File: config.mk
export PLATFORM = sky130hd
export DESIGN_NAME = spi_register_bridge
export DESIGN_NICKNAME = d
export VERILOG_FILES = /design/src/rtl/spi_bridge_pkg.sv /design/src/rtl/sync_edge_detect.sv /design/src/rtl/spi_register_bridge.sv
export SDC_FILE = /design/constraint.sdc
export NUM_CORES = 1
export LEC_CHECK = 0
export BUFFER_PORTS_ARGS = -buffer_cell sky130_fd_sc_hd__buf_2
export CORE_UTILIZATION = 55
export CTS_BUF_LIST = sky130_fd_sc_hd__clkbuf_8
export DETAILED_ROUTE_END_ITERATION = 12
export PLACE_DENSITY = 0.81
export SYNTH_ARGS = -nofsm -noshare
export SYNTH_HDL_FRONTEND = slang
export SYNTH_SLANG_ARGS = --single-unit
export TNS_END_PERCENT = 20
File: constraint.sdc
create_clock -name i_Clock -period 2.1 [get_ports i_Clock]
set_input_delay 0.105 -clock i_Clock [delete_from_list [all_inputs] [get_ports i_Clock]]
set_output_delay 0.105 -clock i_Clock [all_outputs]
set_load 0.1 [all_outputs]
File: src/rtl/spi_bridge_pkg.sv
// rtl/spi_bridge_pkg.sv - frame layout and FSM state encoding for the SPI register bridge
package spi_bridge_pkg;

  localparam int FRAME_BITS = 40;
  localparam int RW_BIT     = 39;
  localparam int ADDR_MSB   = 35;
  localparam int ADDR_LSB   = 24;
  localparam int DATA_MSB   = 23;
  localparam int DATA_LSB   = 0;

  // A read is decoded once R/nW, reserved bits and address have arrived.
  localparam int READ_DECODE_BITS = 16;
  localparam int EARLY_SHIFT      = FRAME_BITS - READ_DECODE_BITS;

  typedef enum logic [1:0] {
    WAIT_IDLE = 2'd0,
    IDLE      = 2'd1,
    SHIFT     = 2'd2,
    DONE      = 2'd3
  } state_t;

endpackage

File: src/rtl/sync_edge_detect.sv
// rtl/sync_edge_detect.sv - multi-flop synchronizer with rise/fall event pulses
module sync_edge_detect #(
  parameter int SYNC_STAGES = 2
) (
  input  logic i_Clock,
  input  logic i_Reset,
  input  logic i_Async,
  output logic o_Level,
  output logic o_Rise,
  output logic o_Fall
);

  logic [SYNC_STAGES-1:0] r_Sync;
  logic                   r_Prev;

  always_ff @(posedge i_Clock) begin
    if (i_Reset) begin
      r_Sync <= '0;
      r_Prev <= 1'b0;
    end else begin
      r_Sync <= {r_Sync[SYNC_STAGES-2:0], i_Async};
      r_Prev <= r_Sync[SYNC_STAGES-1];
    end
  end

  assign o_Level = r_Sync[SYNC_STAGES-1];
  assign o_Rise  = o_Level & ~r_Prev;
  assign o_Fall  = ~o_Level & r_Prev;

endmodule

File: src/rtl/spi_register_bridge.sv
// rtl/spi_register_bridge.sv - oversampled SPI mode-0 target decoding 40-bit frames
// into one-cycle register write/read strobes, with read data returned on MISO.
module spi_register_bridge
  import spi_bridge_pkg::*;
#(
  parameter int ADDR_WIDTH  = 12,
  parameter int DATA_WIDTH  = 24,
  parameter int SYNC_STAGES = 2
) (
  input  logic                  i_Clock,
  input  logic                  i_Reset,
  input  logic                  i_SPI_SCK,
  input  logic                  i_SPI_CS_n,
  input  logic                  i_SPI_MOSI,
  output logic                  o_SPI_MISO,
  output logic [ADDR_WIDTH-1:0] o_RegisterNumber,
  output logic [DATA_WIDTH-1:0] o_RegisterValue,
  output logic                  o_RegisterWriteEnable,
  output logic                  o_RegisterReadEnable,
  input  logic [DATA_WIDTH-1:0] i_RegisterReadValue
);

  localparam logic [5:0] FULL_COUNT = 6'(FRAME_BITS);
  localparam logic [5:0] READ_COUNT = 6'(READ_DECODE_BITS);

  logic w_SckLevel, w_SckRise, w_SckFall;
  logic w_CsLevel, w_CsRise, w_CsFall;
  logic w_Mosi;

  logic [SYNC_STAGES-1:0] r_MosiSync;
  logic [FRAME_BITS-1:0]  r_Shift;
  logic [5:0]             r_BitCount;
  logic [DATA_WIDTH-1:0]  r_MisoShift;
  logic                   r_ReadIssued;
  logic                   r_ReadLoad;
  logic                   r_WritePending;
  state_t                 r_State;

  sync_edge_detect #(.SYNC_STAGES(SYNC_STAGES)) u_sck_sync (
    .i_Clock (i_Clock),
    .i_Reset (i_Reset),
    .i_Async (i_SPI_SCK),
    .o_Level (w_SckLevel),
    .o_Rise  (w_SckRise),
    .o_Fall  (w_SckFall)
  );

  sync_edge_detect #(.SYNC_STAGES(SYNC_STAGES)) u_cs_sync (
    .i_Clock (i_Clock),
    .i_Reset (i_Reset),
    .i_Async (i_SPI_CS_n),
    .o_Level (w_CsLevel),
    .o_Rise  (w_CsRise),
    .o_Fall  (w_CsFall)
  );

  // MOSI shares the SCK synchronizer depth so its level lines up with the rise event.
  always_ff @(posedge i_Clock) begin
    if (i_Reset) r_MosiSync <= '0;
    else         r_MosiSync <= {r_MosiSync[SYNC_STAGES-2:0], i_SPI_MOSI};
  end
  assign w_Mosi = r_MosiSync[SYNC_STAGES-1];

  always_ff @(posedge i_Clock) begin
    if (i_Reset) begin
      r_State               <= WAIT_IDLE;
      r_Shift               <= '0;
      r_BitCount            <= '0;
      r_MisoShift           <= '0;
      r_ReadIssued          <= 1'b0;
      r_ReadLoad            <= 1'b0;
      r_WritePending        <= 1'b0;
      o_SPI_MISO            <= 1'b0;
      o_RegisterNumber      <= '0;
      o_RegisterValue       <= '0;
      o_RegisterWriteEnable <= 1'b0;
      o_RegisterReadEnable  <= 1'b0;
    end else begin
      o_RegisterWriteEnable <= 1'b0;
      o_RegisterReadEnable  <= 1'b0;
      r_ReadLoad            <= o_RegisterReadEnable;
      if (r_ReadLoad) r_MisoShift <= i_RegisterReadValue;

      unique case (r_State)
        WAIT_IDLE: begin
          o_SPI_MISO <= 1'b0;
          if (w_CsLevel && !w_SckLevel) r_State <= IDLE;
        end
        IDLE: begin
          o_SPI_MISO <= 1'b0;
          if (w_CsFall) begin
            r_State        <= SHIFT;
            r_BitCount     <= '0;
            r_ReadIssued   <= 1'b0;
            r_WritePending <= 1'b0;
            r_MisoShift    <= '0;
          end
        end
        SHIFT: begin
          if (w_CsRise) begin
            r_State    <= IDLE;
            o_SPI_MISO <= 1'b0;
          end else if (r_BitCount == FULL_COUNT) begin
            r_State        <= DONE;
            r_WritePending <= ~r_Shift[RW_BIT];
          end else begin
            if (w_SckRise) begin
              r_Shift    <= {r_Shift[FRAME_BITS-2:0], w_Mosi};
              r_BitCount <= r_BitCount + 6'd1;
            end
            if (w_SckFall) begin
              o_SPI_MISO  <= r_MisoShift[DATA_WIDTH-1];
              r_MisoShift <= {r_MisoShift[DATA_WIDTH-2:0], 1'b0};
            end
            if (r_BitCount == READ_COUNT && r_Shift[RW_BIT-EARLY_SHIFT] && !r_ReadIssued) begin
              r_ReadIssued         <= 1'b1;
              o_RegisterReadEnable <= 1'b1;
              o_RegisterNumber     <= r_Shift[ADDR_MSB-EARLY_SHIFT:ADDR_LSB-EARLY_SHIFT];
            end
          end
        end
        DONE: begin
          o_SPI_MISO <= 1'b0;
          if (r_WritePending) begin
            r_WritePending        <= 1'b0;
            o_RegisterWriteEnable <= 1'b1;
            o_RegisterNumber      <= r_Shift[ADDR_MSB:ADDR_LSB];
            o_RegisterValue       <= r_Shift[DATA_MSB:DATA_LSB];
          end
          if (w_CsLevel) r_State <= IDLE;
        end
        default: r_State <= WAIT_IDLE;
      endcase
    end
  end

endmodule

Word level (Yosys, flattened, before mapping)
Index checks and enable logic that the tools add are counted.
{"block": "word_totals", "reg_bits": 122, "input_bits": 29, "out_inout_bits": 39, "elab_cells": 104}
{"block": "classes", "addsub": 1, "n_eq_ne": 17, "mux": 36, "bitwise": 13, "n_reduce_logical": 20}
{"operator": "$mux 24", "count": 5}
{"operator": "$mux 12", "count": 4}
{"operator": "$pmux 24 s2", "count": 1}
{"operator": "$mux 6", "count": 4}
{"operator": "$pmux 12 s2", "count": 1}
{"operator": "$reduce_and 5->1", "count": 3}
{"operator": "$ne 2x2->1 const B", "count": 6}
{"operator": "$pmux 6 s2", "count": 1}
{"operator": "$reduce_and 4->1", "count": 3}
{"operator": "$mux 1", "count": 11}
{"operator": "$mux 2", "count": 5}
{"operator": "$not 1->1", "count": 9}
{"operator": "$pmux 2 s4", "count": 1}
{"operator": "$add 6x1->6 const B", "count": 1}
{"operator": "$eq 6x5->1 const B", "count": 1}
{"operator": "$eq 6x6->1 const B", "count": 1}
{"operator": "$ne 2x1->1 const B", "count": 3}
{"operator": "$ne 3x2->1 const B", "count": 2}
{"operator": "$and 1x1->1", "count": 4}
{"operator": "$eq 2x2->1 const B", "count": 2}
{"operator": "$pmux 1 s2", "count": 2}
{"operator": "$reduce_and 2->1", "count": 2}
{"operator": "$reduce_bool 2->1", "count": 2}
{"operator": "$reduce_or 4->1", "count": 1}
{"operator": "other kinds (9)", "count": 12}

Depth between registers and ports, before layout
{"block": "logic_depth", "word_depth": 7, "depth_mapped": 7, "depth_no_buf": 6}

By module
Synthesis repeated with hierarchy kept, for this count alone.
{"block": "hier_totals", "cells_unflattened": 551, "area_unflattened_um2": 4917.2}
{"mod": "spi_register_bridge", "n_inst": 1, "cells_per_inst": 535, "area_each_um2": 4734.5, "seq_area_each_um2": 2322.2}
{"mod": "sync_edge_detect", "n_inst": 2, "cells_per_inst": 8, "area_each_um2": 91.3, "seq_area_each_um2": 60.1}

Least setup slack after synthesis
Ideal clock, no wire load.
{"block": "synth_timing", "path_type": "register -> register", "startpoint": "register r_BitCount[0]", "endpoint": "register r_MisoShift[10]", "setup_time_ns": 0.119, "arrival_ns": 1.686, "required_time_ns": 1.981, "path_slack_ns": 0.295, "stages_incl_launch_ff": 8, "path_buffers": 1, "period_less_slack_ns": 1.805, "cell_sequence": "dfxtp_1 -> inv_1 -> ha_1 -> nor2b_1 -> a211o_1 -> a32oi_1 -> buf_2 -> o2bb2ai_1"}
{"block": "synth_between", "elab_chain_len": 4}
{"item": "start: declaration", "line_no": "spi_register_bridge.sv:32", "source": "logic [5:0] r_BitCount;"}
{"item": "start signal: assignment", "line_no": "spi_register_bridge.sv:109", "source": "r_BitCount <= r_BitCount + 6'd1;"}
{"item": "$eq 6x6->1", "line_no": "spi_register_bridge.sv:103", "source": "end else if (r_BitCount == FULL_COUNT) begin"}
{"item": "$mux 24", "line_no": "spi_register_bridge.sv:103"}
{"item": "$mux 24", "line_no": "spi_register_bridge.sv:100", "source": "if (w_CsRise) begin"}
{"item": "$pmux 24 s2", "line_no": "spi_register_bridge.sv:84", "source": "unique case (r_State)"}
{"item": "end signal: assignment", "line_no": "spi_register_bridge.sv:82", "source": "if (r_ReadLoad) r_MisoShift <= i_RegisterReadValue;"}
{"item": "end signal: assignment", "line_no": "spi_register_bridge.sv:113", "source": "r_MisoShift <= {r_MisoShift[DATA_WIDTH-2:0], 1'b0};"}
{"item": "end: declaration", "line_no": "spi_register_bridge.sv:33", "source": "logic [DATA_WIDTH-1:0] r_MisoShift;"}
No other way between the ends.
A chain may end at the register's enable or synchronous reset.

Worst setup path after layout
{"block": "layout_timing", "startpoint": "register r_State[1]", "endpoint": "register r_BitCount[5]"}
{"block": "layout_between", "elab_chain_len": 3, "elab_cells_between_ends": 9, "cone_classes": "6 x eq/ne; 1 x mux; 2 x reduce/logical"}
{"item": "start: declaration", "line_no": "spi_register_bridge.sv:37", "source": "state_t r_State;"}
{"item": "start signal: assignment", "line_no": "spi_register_bridge.sv:66", "source": "r_State <= WAIT_IDLE;"}
{"item": "start signal: assignment", "line_no": "spi_register_bridge.sv:87", "source": "if (w_CsLevel && !w_SckLevel) r_State <= IDLE;"}
{"item": "start signal: assignment", "line_no": "spi_register_bridge.sv:92", "source": "r_State <= SHIFT;"}
{"item": "$eq 2x1->1 or $eq 2x2->1 (tied branches)", "line_no": "spi_register_bridge.sv:84"}
{"item": "$ne 2x1->1 (no source line) (tied with other cells)"}
{"item": "$reduce_and 5->1 (no source line)"}
Several ways; a longest one is shown, not always the timed one.

==> metrics.txt <==
status complete, but fails checks; failing checks DRC; number of synthesized flops with an enable pin 0; DRT antenna net count 0; HPWL after DPL 7.302 mm; Max transition margin 52.39%; Worst EP required 2.45 ns; Tmin final 1.946 ns; clock share of power 40.9%; Seq/Total Area, Yosys 48.01%; total gr overflow 0; Largest delay share family, worst path compound AO/OA/AOI/OAI gates; Synth Register Bits between 100 and 150; IO Pins 68; row count 34; fraction of registers with async set/reset 0%; Max FO, Critical Path 11; YS warnings 0; drt wl/cell between 15 and 20 um; # fillers 680; CP cell instances inv_1 -> ha_1 -> o21ai_1 -> buf_4 -> a2111oi_0 -> mux2i_1; maxcap violations 0; Sw Pwr 0.001273 W; WS Path Type flip-flop to flip-flop; synthesized area per cell 8.894 sq um; Reg area between 2000 and 2500 sq um; Final Instance Area 6213 sq um; Worst-Skew Late Latency 0.43 ns; Clock Path Buffers 2; total power 0.004790 W; share of layout cells above drive strength 1 18.60%; P&R area growth vs syn 22.13%; H-tree Lvls 4; GPL Wtd Cong 0.8575; Tightest Pin Transition 0.7141 ns; Worst Clk Skew 0.01795 ns; total track usage 25.41%; Worst path slowest cell dfxtp_1; largest net degree at the start of global routing 73; wirelength, routed 11.76 mm; Final setup viols 0; synthesized cell area 5087 sq um; via count approximately 4.3k; die height 98.18 um; RSZ-0062 raised after global routing no; Hold Path Cell Cnt 3; Int Power 0.003517 W; area of the core 8848 sq um; CTS Buf Count 17; Chip Width roughly 98 um; TritonCTS clock tree done; reg2reg path depth 6; WP depth 6; Worst EP arrival 2.29 ns; Vias/cell between 5 and 6; Sequential Power Share 49.1%; max incr delay on CP 0.42 ns; crit path buf inv count 2; element type at the critical path start flip-flop; die area 9638 sq um; Worst setup EP type flip-flop; Final Max Slew Viols 0; peak supply drop 0.0004764 V; FMAX 0.5138 GHz; initial drt markers 326; Setup TNS 0 ns; initial antenna violation count 0; Hold Fails Final Rpt 0; I/O Buffers 67; Leak 2.202 nW; crit share post-route 92.69%; first-pass GRT wire length 19.56 mm; placed cell areas 5553 sq um; vias in the first global route 4265; synthesized instance count 572; clock root cell clkbuf_8; CTS sink count 122; syn nets 609; Resized cells post-CTS 0; Pre-antenna DRT Iters 9; clk slew on worst S/H paths 0.07 ns; Cell Pwr Density 770.9 nW/um^2; DR DRC count 8; Netlist cell types 46; switching share of power 26.57%; Hold Crit Class input port to flip-flop; # nets final approximately 700; ant diodes 0; Gate power share 10.0%; footprint of the multi-input gates 2449 sq um; Starting Density 57.49%; Top FF cell, synth dfxtp_1
==> kinds of logic (layout without fill, tap and decap cells) <==
group,after synthesis,after routing,share of synthesized area (%)
and+or+nand+nor,202,202,18.57
AOI/OAI and AO/OA,144,144,18.59
DFF,122,122,48.01
buffers and inverters,51,151,3.984
muxes,45,45,8.878
adders and majority gates,8,8,1.968
==> sequential cells by signal, summed over array words and instances (netlist names), 2 cells and up <==
name / count
o_RegisterNumber: 12
o_RegisterValue: 24
r_BitCount: 6
r_MisoShift: 24
r_MosiSync: 2
r_Shift: 40
r_State: 2
u_cs_sync.r_Sync: 2
u_sck_sync.r_Sync: 2
==> cell usage in the layout (no fill, tap or decap), types with 4 or more instances in the layout <==
| cell | n |
|---|---|
| inv_1 | 9 |
| buf_4 | 13 |
| a21oi_1 | 67 |
| clkinv_2 | 4 |
| o21ai_0 | 10 |
| buf_2 | 67 |
| nor3_1 | 8 |
| mux2i_1 | 44 |
| dlygate4sd3_1 | 26 |
| clkinv_4 | 5 |
| nand2_1 | 135 |
| a221oi_1 | 7 |
| nor2_1 | 6 |
| nand3_1 | 10 |
| buf_12 | 4 |
| dfxtp_1 | 122 |
| a211oi_1 | 8 |
| o2bb2ai_1 | 23 |
| nand3b_1 | 13 |
| clkbuf_8 | 19 |
| o21a_1 | 12 |
| nor2b_1 | 14 |
| nand2b_1 | 4 |
| ha_1 | 8 |
==> Yosys cell counts (all sizes together) (2+ instances only) <==
cell     instances  area, sq um
o2111ai          2        17.52
o2bb2ai         23        201.4
a21oi           67        335.3
inv              9        33.78
a31oi            2        12.51
a221oi           7        61.31
or2              2        12.52
mux2i           44        440.4
buf             12        56.31
dfxtp          122         2442
nand2b           4        25.02
o211ai           3        22.52
nand3b          13        97.59
nor2             6        22.52
clkbuf          30        112.6
nor2b           14        87.58
nor3             9        50.05
a211oi           8        60.06
nand2          135        506.7
o21a            12        90.09
or4              2        15.01
nand3           10        50.05
ha               8        100.1
o21ai           11        55.05
==> power groups by stage <==
stage,logic [W],clock network [W],registers [W]
CTS,0.000470,0.00199,0.00235
global placement,0.000417,0,0.00240
global route,0.000516,0.00212,0.00235
detailed placement,0.000430,0,0.00241
floorplan,0.000280,0,0.00244
finish,0.000478,0.00196,0.00235
==> worst paths after layout <==
check / start / to / slack (ns)
worst max-delay path: r_State[1] / r_BitCount[5] / 0.15
worst min-delay path: i_RegisterReadValue[0] / r_MisoShift[0] / 0.02
worst max register to register: r_State[1] / r_BitCount[5] / 0.15
worst min register to register: r_Shift[37] / r_Shift[38] / 0.45
==> what timing repair did <==
item | CTS | global route
setup endpoints to repair | 0 | 9
hold buffers | 26 | 0
buffers inserted | 0 | 1
hold endpoints to repair | 26 | 0
==> final cells by class <==
type | count | share of cell area [%]
clock inverters | 13 | 1.913
repair buffers | 110 | 12.44
multi-input cells | 399 | 39.41
clock buffers | 19 | 4.209
flip-flops and latches | 122 | 39.31
inverters | 9 | 0.5437
well taps | 108 | 2.175
==> per-stage QoR <==
stage / setup WS, ns / utilization (%) / hold WS [ns] / cells
floorplan: 0.2952 / - / 0.2332 / 572
global placement: 0.1788 / 62.75 / 0.3122 / 721
detailed placement: 0.1018 / 62.75 / 0.3187 / 721
CTS: 0.05395 / 69.99 / 0.01803 / 779
global route: 0.01871 / 70.22 / 0.03070 / 780
finish: 0.1536 / 70.22 / 0.02450 / 780
==> metal layers <==
metal	vias to the layer above	GRT usage (%)	wire [um]
li1	2169	-	-
met1	2015	31.11	5164
met2	130	43.82	5757
met3	16	5.870	675
met4	0	8.955	167
met5	-	0	0
==> worst reg2reg max path, stage by stage, from the launching register on <==
cell       delay [ns]
dfxtp_1          0.42
inv_1            0.11
ha_1             0.41
o21ai_1          0.10
buf_4            0.18
a2111oi_0        0.41
mux2i_1          0.25
Power figures use the tool's default switching activity.
